`src/rtl/arb_mux2_pkg.sv`:
```
// Shared types and constants for the two-input packet arbiter/mux.
// Select encoding matches the companion 1-to-2 demultiplexer.
package arb_mux2_pkg;

    localparam int DATA_W = 8;

    typedef enum logic [1:0] {
        IDLE   = 2'd0,
        LOCK_A = 2'd1,
        LOCK_B = 2'd2
    } arb_state_t;

    localparam logic SEL_A = 1'b0;
    localparam logic SEL_B = 1'b1;

    // Priority after a packet completes points at the other input.
    function automatic logic other_sel(input logic sel);
        return (sel == SEL_A) ? SEL_B : SEL_A;
    endfunction

endpackage

```
`src/rtl/rr_arbiter2.sv`:
```
// Packet-aware round-robin arbiter for two streams.
// Ports: clock, reset_n, a/b valid+last, take (transfer strobe), grant_a/b.
module rr_arbiter2
    import arb_mux2_pkg::*;
(
    input  logic clock,
    input  logic reset_n,
    input  logic a_valid,
    input  logic a_last,
    input  logic b_valid,
    input  logic b_last,
    input  logic take,
    output logic grant_a,
    output logic grant_b
);

    arb_state_t state;
    arb_state_t state_next;
    logic       prio;
    logic       prio_next;

    always_ff @(posedge clock) begin
        if (!reset_n) begin
            state <= IDLE;
            prio  <= SEL_A;
        end else begin
            state <= state_next;
            prio  <= prio_next;
        end
    end

    always_comb begin
        grant_a    = 1'b0;
        grant_b    = 1'b0;
        state_next = state;
        prio_next  = prio;

        // Grants only ever follow valid, so a grant always means a beat.
        unique case (state)
            IDLE: begin
                if (a_valid && b_valid) begin
                    grant_a = (prio == SEL_A);
                    grant_b = (prio == SEL_B);
                end else begin
                    grant_a = a_valid;
                    grant_b = b_valid;
                end
            end
            LOCK_A: grant_a = a_valid;
            LOCK_B: grant_b = b_valid;
            default: ;
        endcase

        if (take && grant_a) begin
            if (a_last) begin
                state_next = IDLE;
                prio_next  = other_sel(SEL_A);
            end else begin
                state_next = LOCK_A;
            end
        end else if (take && grant_b) begin
            if (b_last) begin
                state_next = IDLE;
                prio_next  = other_sel(SEL_B);
            end else begin
                state_next = LOCK_B;
            end
        end
    end

endmodule

```
`src/rtl/arb_mux2.sv`:
```
// Two-input packet-aware round-robin stream mux with registered output.
// Ports: clock, reset_n, a_*/b_* input streams, y_* output stream + y_sel.
module arb_mux2
    import arb_mux2_pkg::*;
#(
    parameter int WIDTH = DATA_W
) (
    input  logic             clock,
    input  logic             reset_n,
    input  logic [WIDTH-1:0] a_data,
    input  logic             a_valid,
    input  logic             a_last,
    output logic             a_ready,
    input  logic [WIDTH-1:0] b_data,
    input  logic             b_valid,
    input  logic             b_last,
    output logic             b_ready,
    output logic [WIDTH-1:0] y_data,
    output logic             y_valid,
    output logic             y_last,
    output logic             y_sel,
    input  logic             y_ready
);

    logic load_en;
    logic take;
    logic grant_a;
    logic grant_b;

    assign load_en = !y_valid || y_ready;
    // Nothing is accepted while reset is held, so no beat is lost.
    assign take    = load_en && reset_n;
    assign a_ready = take && grant_a;
    assign b_ready = take && grant_b;

    rr_arbiter2 u_arb (
        .clock   (clock),
        .reset_n (reset_n),
        .a_valid (a_valid),
        .a_last  (a_last),
        .b_valid (b_valid),
        .b_last  (b_last),
        .take    (take),
        .grant_a (grant_a),
        .grant_b (grant_b)
    );

    always_ff @(posedge clock) begin
        if (!reset_n) begin
            y_valid <= 1'b0;
            y_data  <= '0;
            y_last  <= 1'b0;
            y_sel   <= SEL_A;
        end else if (load_en) begin
            y_valid <= grant_a || grant_b;
            if (grant_a) begin
                y_data <= a_data;
                y_last <= a_last;
                y_sel  <= SEL_A;
            end else if (grant_b) begin
                y_data <= b_data;
                y_last <= b_last;
                y_sel  <= SEL_B;
            end
        end
    end

endmodule
```
`config.mk`:
```
export PLATFORM = sky130hd
export DESIGN_NAME = arb_mux2
export DESIGN_NICKNAME = d
export VERILOG_FILES = /design/src/rtl/arb_mux2_pkg.sv /design/src/rtl/rr_arbiter2.sv /design/src/rtl/arb_mux2.sv
export SDC_FILE = /design/constraint.sdc
export NUM_CORES = 1
export LEC_CHECK = 0
export ABC_AREA = 1
export CORE_MARGIN = 8
export CORE_UTILIZATION = 34
export CTS_CLUSTER_SIZE = 25
export DETAILED_ROUTE_END_ITERATION = 12
export HOLD_SLACK_MARGIN = 0.1
export PLACE_DENSITY_LB_ADDON = 0.1
export SYNTH_ARGS = -nofsm -noshare
export SYNTH_HDL_FRONTEND = slang
export SYNTH_SLANG_ARGS = --single-unit
export TNS_END_PERCENT = 5
```
`constraint.sdc`:
```
create_clock -name clock -period 1.1 [get_ports clock]
set_input_delay 0.165 -clock clock [delete_from_list [all_inputs] [get_ports clock]]
set_output_delay 0.165 -clock clock [all_outputs]
set_load 0.01 [all_outputs]
```
==> tab_implementation.tex, run 1 <==
\begin{tabular}{lr}
\hline
Metric & Value \\
\hline
\multicolumn{2}{l}{\textbf{Outcome}} \\
\quad Run status & complete, but fails checks \\
\quad Violations in the final reports & setup timing \\
\multicolumn{2}{l}{\textbf{Floorplanning}} \\
\quad Chip Height & between 60 and 70 um \\
\quad Initial cell density of the core & 0.3561 \\
\quad Top Ports & 36 \\
\quad Horizontal die dimension & 60.87 um \\
\quad Area of the core & $\sim$1900 sq um \\
\quad Die Outline Area & between 3000 and 4000 sq um \\
\quad Total number of placement rows & 16 \\
\multicolumn{2}{l}{\textbf{Clocking}} \\
\quad Number of levels in the clock H-tree & 1 \\
\quad Total clock buffers created by CTS & 3 \\
\quad Post-CTS setup buffers & 0 \\
\quad Clock transition at the registers of the reported paths & around 80 ps \\
\quad Clock Sinks & 14 \\
\quad Clock tree from TritonCTS & built \\
\quad Clock latency on the worst-skew pair & approximately 270 ps \\
\quad Clock buffer depth & 2 \\
\quad Quantity of hold-fixing buffers added after cts & 0 \\
\quad Root buffer cell & clkbuf\_4 \\
\multicolumn{2}{l}{\textbf{Placement}} \\
\quad Worst slack at placement & -602.7 ps \\
\quad Detailed-placement wirelength estimate & around 1600 um \\
\quad Port Buffer Count & 35 \\
\quad RD Place Congestion & around 0.78 \\
\multicolumn{2}{l}{\textbf{Logic synthesis}} \\
\quad Area leader, netlist & dfxtp\_1 \\
\quad Warnings from Yosys & 0 \\
\quad Synth Instances & approximately 100 \\
\quad Post-synthesis sequential element count & 14 \\
\quad Avg Cell Area, Syn & just under 7 sq um \\
\quad Syn nets & $\sim$120 \\
\quad Combined area of all synthesized cells & 684.4 sq um \\
\quad Library cells used by synthesis & 14 \\
\quad Sequential-to-total area share from yosys stat & 0.4095 \\
\quad Leading cell types by total area after synthesis & dfxtp\_1, nand2\_1, a21oi\_1 \\
\quad Share of the synthesized area in the top cell type & 0.4095 \\
\multicolumn{2}{l}{\textbf{Power}} \\
\quad Leakage & a little under 0.6 nW \\
\quad Overall power after layout & around 0.0014 W \\
\quad Power density normalized to cell area & around 1100 nW/um\^{}2 \\
\quad Peak ir drop on the vdd network & approximately 0.00073 V \\
\multicolumn{2}{l}{\textbf{STA}} \\
\quad Final-report hold violation count & 0 \\
\quad Clock period minus final worst setup slack & between 1000 and 1500 ps \\
\quad Setup violators final & 16 \\
\quad Relative slew margins & 0.8945 \\
\quad Peak clock frequency supported by timing & about 0.82 GHz \\
\quad Final period utilization & 1.104 \\
\quad Fin. max-slew vios & 0 \\
\quad Worst clock skew & about 8.7 ps \\
\quad Fin worst setup slack & -114.3 ps \\
\quad Unrepaired setup endpoints after global routing & true \\
\quad Worst slew pin tran & 156.6 ps \\
\multicolumn{2}{l}{\textbf{Global route}} \\
\quad Total routing resource utilization after global routing & 0.1221 \\
\quad First-pass GRT wire length & roughly 3400 um \\
\quad Pin count of the biggest net entering global routing & 14 \\
\quad Overflow after GRT & 0 \\
\quad Antenna violations before repair & 0 \\
\quad Via count of the first global-routing pass & 808 \\
\multicolumn{2}{l}{\textbf{Layout}} \\
\quad Total Nets Final & between 150 and 200 \\
\quad Leading cell type in the layout, fill and taps excluded & nand2\_1 \\
\quad Proportion of layout cells with a drive suffix above 1 & 0.3197 \\
\quad Synthesis-to-finish area growth & 75.32\% \\
\quad Most frequent cells in the layout & nand2\_1, clkdlybuf4s50\_1, a21oi\_1 \\
\quad Number of inserted diodes & 0 \\
\multicolumn{2}{l}{\textbf{Critical path}} \\
\quad Cell-by-cell listing of the critical path & inv\_2 > nand2\_2 > buf\_4 > nand2\_2 > nand2\_4 > buf\_4 > a21oi\_2 > a21oi\_1 \\
\quad Critical Path Slowest Stage Cell & dfxtp\_2 \\
\quad Startpoint types & flop \\
\quad Longest individual stage delay on the worst path & 330 ps \\
\quad Crit Path Class & reg2reg \\
\quad CP max FO & 4 \\
\quad Data arrival time of the critical path & 1370 ps \\
\quad WP data required & 1260 ps \\
\quad Kind of capture point of the worst setup path & flop \\
\multicolumn{2}{l}{\textbf{Drt}} \\
\quad Number of nets still failing antenna checks after routing & 0 \\
\quad Via density per instance & about 4.6 \\
\quad Final Routed Wirelength & 2136 um \\
\quad Number of DRC violations after detailed-routing iteration 0 & 12 \\
\quad DRC Markers & 0 \\
\quad Total via count after detailed routing & $\sim$800 \\
\quad Average wire per standard cell & roughly 12 um \\
\quad Total iterations of the first detailed-routing run & 4 \\
\multicolumn{2}{l}{\textbf{Flow run}} \\
\quad Number of max-cap violations & 0 \\
\multicolumn{2}{l}{\textbf{Hold path}} \\
\quad Tightest Hold Check Type & in2reg \\
\hline
\end{tabular}
## sequential cells by signal, indices dropped and copies added, names as in the netlist
signal and count:
y_valid 1, u_arb.state 2, u_arb.prio 1, y_data 8
y_sel 1, y_last 1
## cells by family (layout without fill, tap and decap cells)
kind of cell,count (synthesis),count (layout),share of synthesized area
AOI/OAI and AO/OA,28,28,0.2102
buffers and inverters,20,66,0.1353
DFF,14,14,0.4095
and+or+nand+nor,39,39,0.2450
## per-layer routing
layer	vias to the layer above	track usage	routed length [um]
li1	411	-	-
met1	364	0.1257	855
met2	20	0.2006	1053
met3	2	0.06144	213
met4	0	0.05980	13
met5	-	0	0
## critical path: cells and delay by family, from the launching register on
kind                   cells  cell delay (ps)
flip-flops                 1              330
AND/OR/NAND/NOR            3              220
AO/OA/AOI/OAI              2              180
buffers and inverters      3              350
## per-stage QoR
stage	util	hold slack, ps	instances	TNS, ps	area [sq um]
6_report	0.6243	326.3	174	-1110	1200
5_1_grt	0.6243	324.9	174	-2288	1200
4_1_cts	0.5872	437.1	173	-1225	1129
3_5_place_dp	0.5827	468.3	170	-6278	1120
3_3_place_gp	0.5827	466.2	170	-6210	1120
2_1_floorplan	-	303.4	101	0	686.9
## where the power goes
group | internal [W] | switching [W] | leakage [nW]
clock network | 0.000127 | 0.000152 | 0.0138
registers | 0.000565 | 0.0000304 | 0.117
logic | 0.000244 | 0.000250 | 0.461
## worst paths after layout
path,start,to,slack (ps),depth (start not counted)
max,u_arb.state[0],y_data[0],-110,8
max reg2reg,u_arb.state[0],y_data[0],-110,8
min reg2reg,y_sel,y_sel,470,2
min,b_valid,y_sel,330,5
## Yosys cell counts, drive strengths merged
cell	instances
dfxtp	14
nand2	32
inv	17
a21oi	19
nand3	3
buf	2
o21ai	9
clkbuf	1
nor2	4
## final cells by class
cell class                 count  area (sq um)
fill                         195         721.9
multi-input combinational     67         364.1
timing repair buffer          45         419.2
inverter                      17         68.82
timing repair inverter         1         7.507
tap                           27         33.78
clock buffer                   3         22.52
sequential                    14         284.0
## timing repair
item                       CTS  global route
pin swaps                    1             1
hold endpoints to repair     0             0
setup endpoints to repair   26            19
gates resized for setup     26            26
gates cloned                 0             1
Power figures use the tool's default switching activity.
==> run 2: changes to the inputs <==
Settings changed: GPL_TIMING_DRIVEN set to 0, HOLD_SLACK_MARGIN 0.1 to 0.12.
==> tab_implementation.tex, run 2 (same netlist as run 1, synthesis figures left out) <==
\begin{tabular}{lr}
\hline
Metric & Value \\
\hline
\multicolumn{2}{l}{\textbf{Floorplanning}} \\
\quad Total number of placement rows & 16 (unchanged) \\
\quad Area of the core & 1922 sq um (unchanged) \\
\quad Chip Height & 60.87 um (unchanged) \\
\quad Top Ports & 36 (unchanged) \\
\quad Initial cell density of the core & 0.3561 (unchanged) \\
\quad Horizontal die dimension & 60.87 um (unchanged) \\
\quad Die Outline Area & 3705 sq um (unchanged) \\
\multicolumn{2}{l}{\textbf{Clocking}} \\
\quad Total clock buffers created by CTS & 3 (unchanged) \\
\quad Clock Sinks & 14 (unchanged) \\
\quad Root buffer cell & clkbuf\_4 \\
\quad Clock latency on the worst-skew pair & 270 ps (about the same) \\
\quad Clock tree from TritonCTS & built \\
\quad Clock transition at the registers of the reported paths & 90 ps (about the same) \\
\quad Clock buffer depth & 2 (unchanged) \\
\quad Quantity of hold-fixing buffers added after cts & 0 (unchanged) \\
\quad Number of levels in the clock H-tree & 1 (unchanged) \\
\multicolumn{2}{l}{\textbf{STA}} \\
\quad Fin worst setup slack & -147.6 ps (-33.36 ps) \\
\quad Fin. max-slew vios & 0 (unchanged) \\
\quad Peak clock frequency supported by timing & 0.8015 GHz (-2.7\%) \\
\quad Setup violators final & 5 (-11) \\
\quad Worst clock skew & 2.594 ps (-6.122 ps) \\
\quad Worst slew pin tran & 384.8 ps (+228.2 ps) \\
\quad Relative slew margins & 0.7435 (-0.1510) \\
\quad Final-report hold violation count & 0 (unchanged) \\
\quad Sum Neg Setup Slack & -266.1 ps (+843.9 ps) \\
\quad Unrepaired setup endpoints after global routing & true \\
\quad Clock period minus final worst setup slack & 1248 ps (+33.36 ps) \\
\quad Final period utilization & 1.134 (+0.03033) \\
\multicolumn{2}{l}{\textbf{Outcome}} \\
\quad Violations in the final reports & setup timing \\
\quad Run status & complete, but fails checks \\
\multicolumn{2}{l}{\textbf{Drt}} \\
\quad Total iterations of the first detailed-routing run & 4 (unchanged) \\
\quad Total via count after detailed routing & 752 (-5.6\%) \\
\quad DRC Markers & 0 (unchanged) \\
\quad Via density per instance & 4.450 (-2.9\%) \\
\quad Number of DRC violations after detailed-routing iteration 0 & 12 (unchanged) \\
\quad Final Routed Wirelength & 1916 um (-10\%) \\
\quad Average wire per standard cell & 11.34 um (-7.6\%) \\
\quad Number of nets still failing antenna checks after routing & 0 (unchanged) \\
\multicolumn{2}{l}{\textbf{Layout}} \\
\quad Util after Layout & 0.5990 (-0.02539) \\
\quad Proportion of layout cells with a drive suffix above 1 & 0.2324 (-0.08733) \\
\quad Number of inserted diodes & 0 (unchanged) \\
\quad Synthesis-to-finish area growth & 68.19\% \\
\quad Fill cells & 202 (+3.6\%) \\
\quad Max reg flops & 8 (unchanged) \\
\quad Register with the most flip-flops & y\_data \\
\quad Leading cell type in the layout, fill and taps excluded & nand2\_1 \\
\quad Most frequent cells in the layout & nand2\_1, a21oi\_1, clkdlybuf4s50\_1 \\
\quad Largest registers in the final layout & y\_data: 8 flops, u\_arb.state: 2 flops \\
\quad Total Nets Final & 166 (-3.5\%) \\
\multicolumn{2}{l}{\textbf{Global route}} \\
\quad Pin count of the biggest net entering global routing & 11 (-3) \\
\quad Via count of the first global-routing pass & 724 (-10\%) \\
\quad Total routing resource utilization after global routing & 0.1118 (-0.01023) \\
\quad Antenna violations before repair & 0 (unchanged) \\
\quad Overflow after GRT & 0 (unchanged) \\
\quad First-pass GRT wire length & 3146 um (-7.3\%) \\
\multicolumn{2}{l}{\textbf{Placement}} \\
\quad Port Buffer Count & 35 (unchanged) \\
\quad Worst slack at placement & -681.0 ps (-78.32 ps) \\
\quad RD Place Congestion & 0.7715 (-1.1\%) \\
\quad Detailed-placement wirelength estimate & 1465 um (-6.2\%) \\
\multicolumn{2}{l}{\textbf{Critical path}} \\
\quad WP data required & 940 ps (-320 ps) \\
\quad Most repeated library cell on the critical path & nor2\_4 \\
\quad Cell-by-cell listing of the critical path & nor2\_4 > nand2\_2 > nor2\_4 > buf\_6 \\
\quad Crit Path Class & reg2out \\
\quad Kind of capture point of the worst setup path & primary output \\
\quad Data arrival time of the critical path & 1080 ps (-290 ps) \\
\quad Longest individual stage delay on the worst path & 350 ps (+20 ps) \\
\quad CP max FO & 3 (-1) \\
\quad Startpoint types & flop \\
\quad Critical Path Slowest Stage Cell & dfxtp\_2 \\
\multicolumn{2}{l}{\textbf{Power}} \\
\quad Power density normalized to cell area & 1223 nW/um\^{}2 (+7.2\%) \\
\quad Peak ir drop on the vdd network & 0.0007340 V (about the same) \\
\quad Leakage & 0.5657 nW (-4.4\%) \\
\quad Overall power after layout & 0.001408 W (+2.9\%) \\
\multicolumn{2}{l}{\textbf{Flow run}} \\
\quad Number of max-cap violations & 0 (unchanged) \\
\multicolumn{2}{l}{\textbf{Hold path}} \\
\quad Tightest Hold Check Type & in2reg \\
\hline
\end{tabular}
## run 2: cell count changes in the layout (fill, tap and decap cells not counted), moves of 2 or more
cell / before / now
a21oi_1: 12 / 18
a21oi_2: 7 / 1
buf_4: 9 / 2
buf_6: 2 / 4
dlygate4sd2_1: 9 / 12
dlymetal6s2s_1: 2 / 0
nand2_2: 8 / 6
o21ai_0: 7 / 9
o21ai_1: 2 / 0
## run 2: layer usage
metal | share of wire | routed length [um] | vias to the layer above | global-route usage
li1 | - | - | 402 | -
met5 | 0 | 0 | - | 0
met2 | 0.49 | 942 | 20 | 0.1825
met1 | 0.42 | 798 | 328 | 0.1223
met3 | 0.085 | 162 | 2 | 0.04873
met4 | 0.0068 | 13 | 0 | 0.04983
## run 2: where the power goes
group	total, W	leakage [nW]	switching [W]	internal (W)
logic	0.000442	0.428	0.000224	0.000217
clock network	0.000371	0.0210	0.000170	0.000201
registers	0.000595	0.117	0.0000293	0.000565
## run 2: path summary, 6_finish.rpt
kind	startpoint	to	slack, ps	cells past startpoint
worst max-delay path	u_arb.state[1]	a_ready	-150	4
worst min-delay path	y_ready	y_valid	380	6
worst min register to register	y_sel	y_sel	470	2
worst max register to register	u_arb.state[0]	y_data[2]	-10	7
## run 2: what timing repair did
action / in CTS / in global routing
cloned: 0 / 0
resized for setup: 34 / 11
setup endpoints to repair: 24 / 19
pin swaps: 0 / 3
setup buffers: 0 / 2
## run 2: final cells by class
cell class	instances	area, sq um	share of cell area
timing repair buffer	37	352.8	0.3065
multi-input combinational	67	349.1	0.3033
sequential	14	284.0	0.2467
inverter	17	68.82	0.05978
clock buffer	4	36.28	0.03152
tap	27	33.78	0.02935
buffer	3	26.28	0.02283
## run 2: critical path: cells and delay by family, from the launching register on
family                 cells  cell delay, ps
buffers and inverters      1             110
and+or+nand+nor            3             340
DFF                        1             350
## run 2: metrics by stage
| step | area (sq um) | hold slack, ps | cells |
|---|---|---|---|
| 2_1_floorplan | 686.9 | 303.4 | 101 |
| 3_3_place_gp | 1071 | 453.5 | 163 |
| 3_5_place_dp | 1071 | 454.2 | 163 |
| 4_1_cts | 1111 | 344.6 | 167 |
| 5_1_grt | 1151 | 407.4 | 169 |
| 6_report | 1151 | 375.3 | 169 |
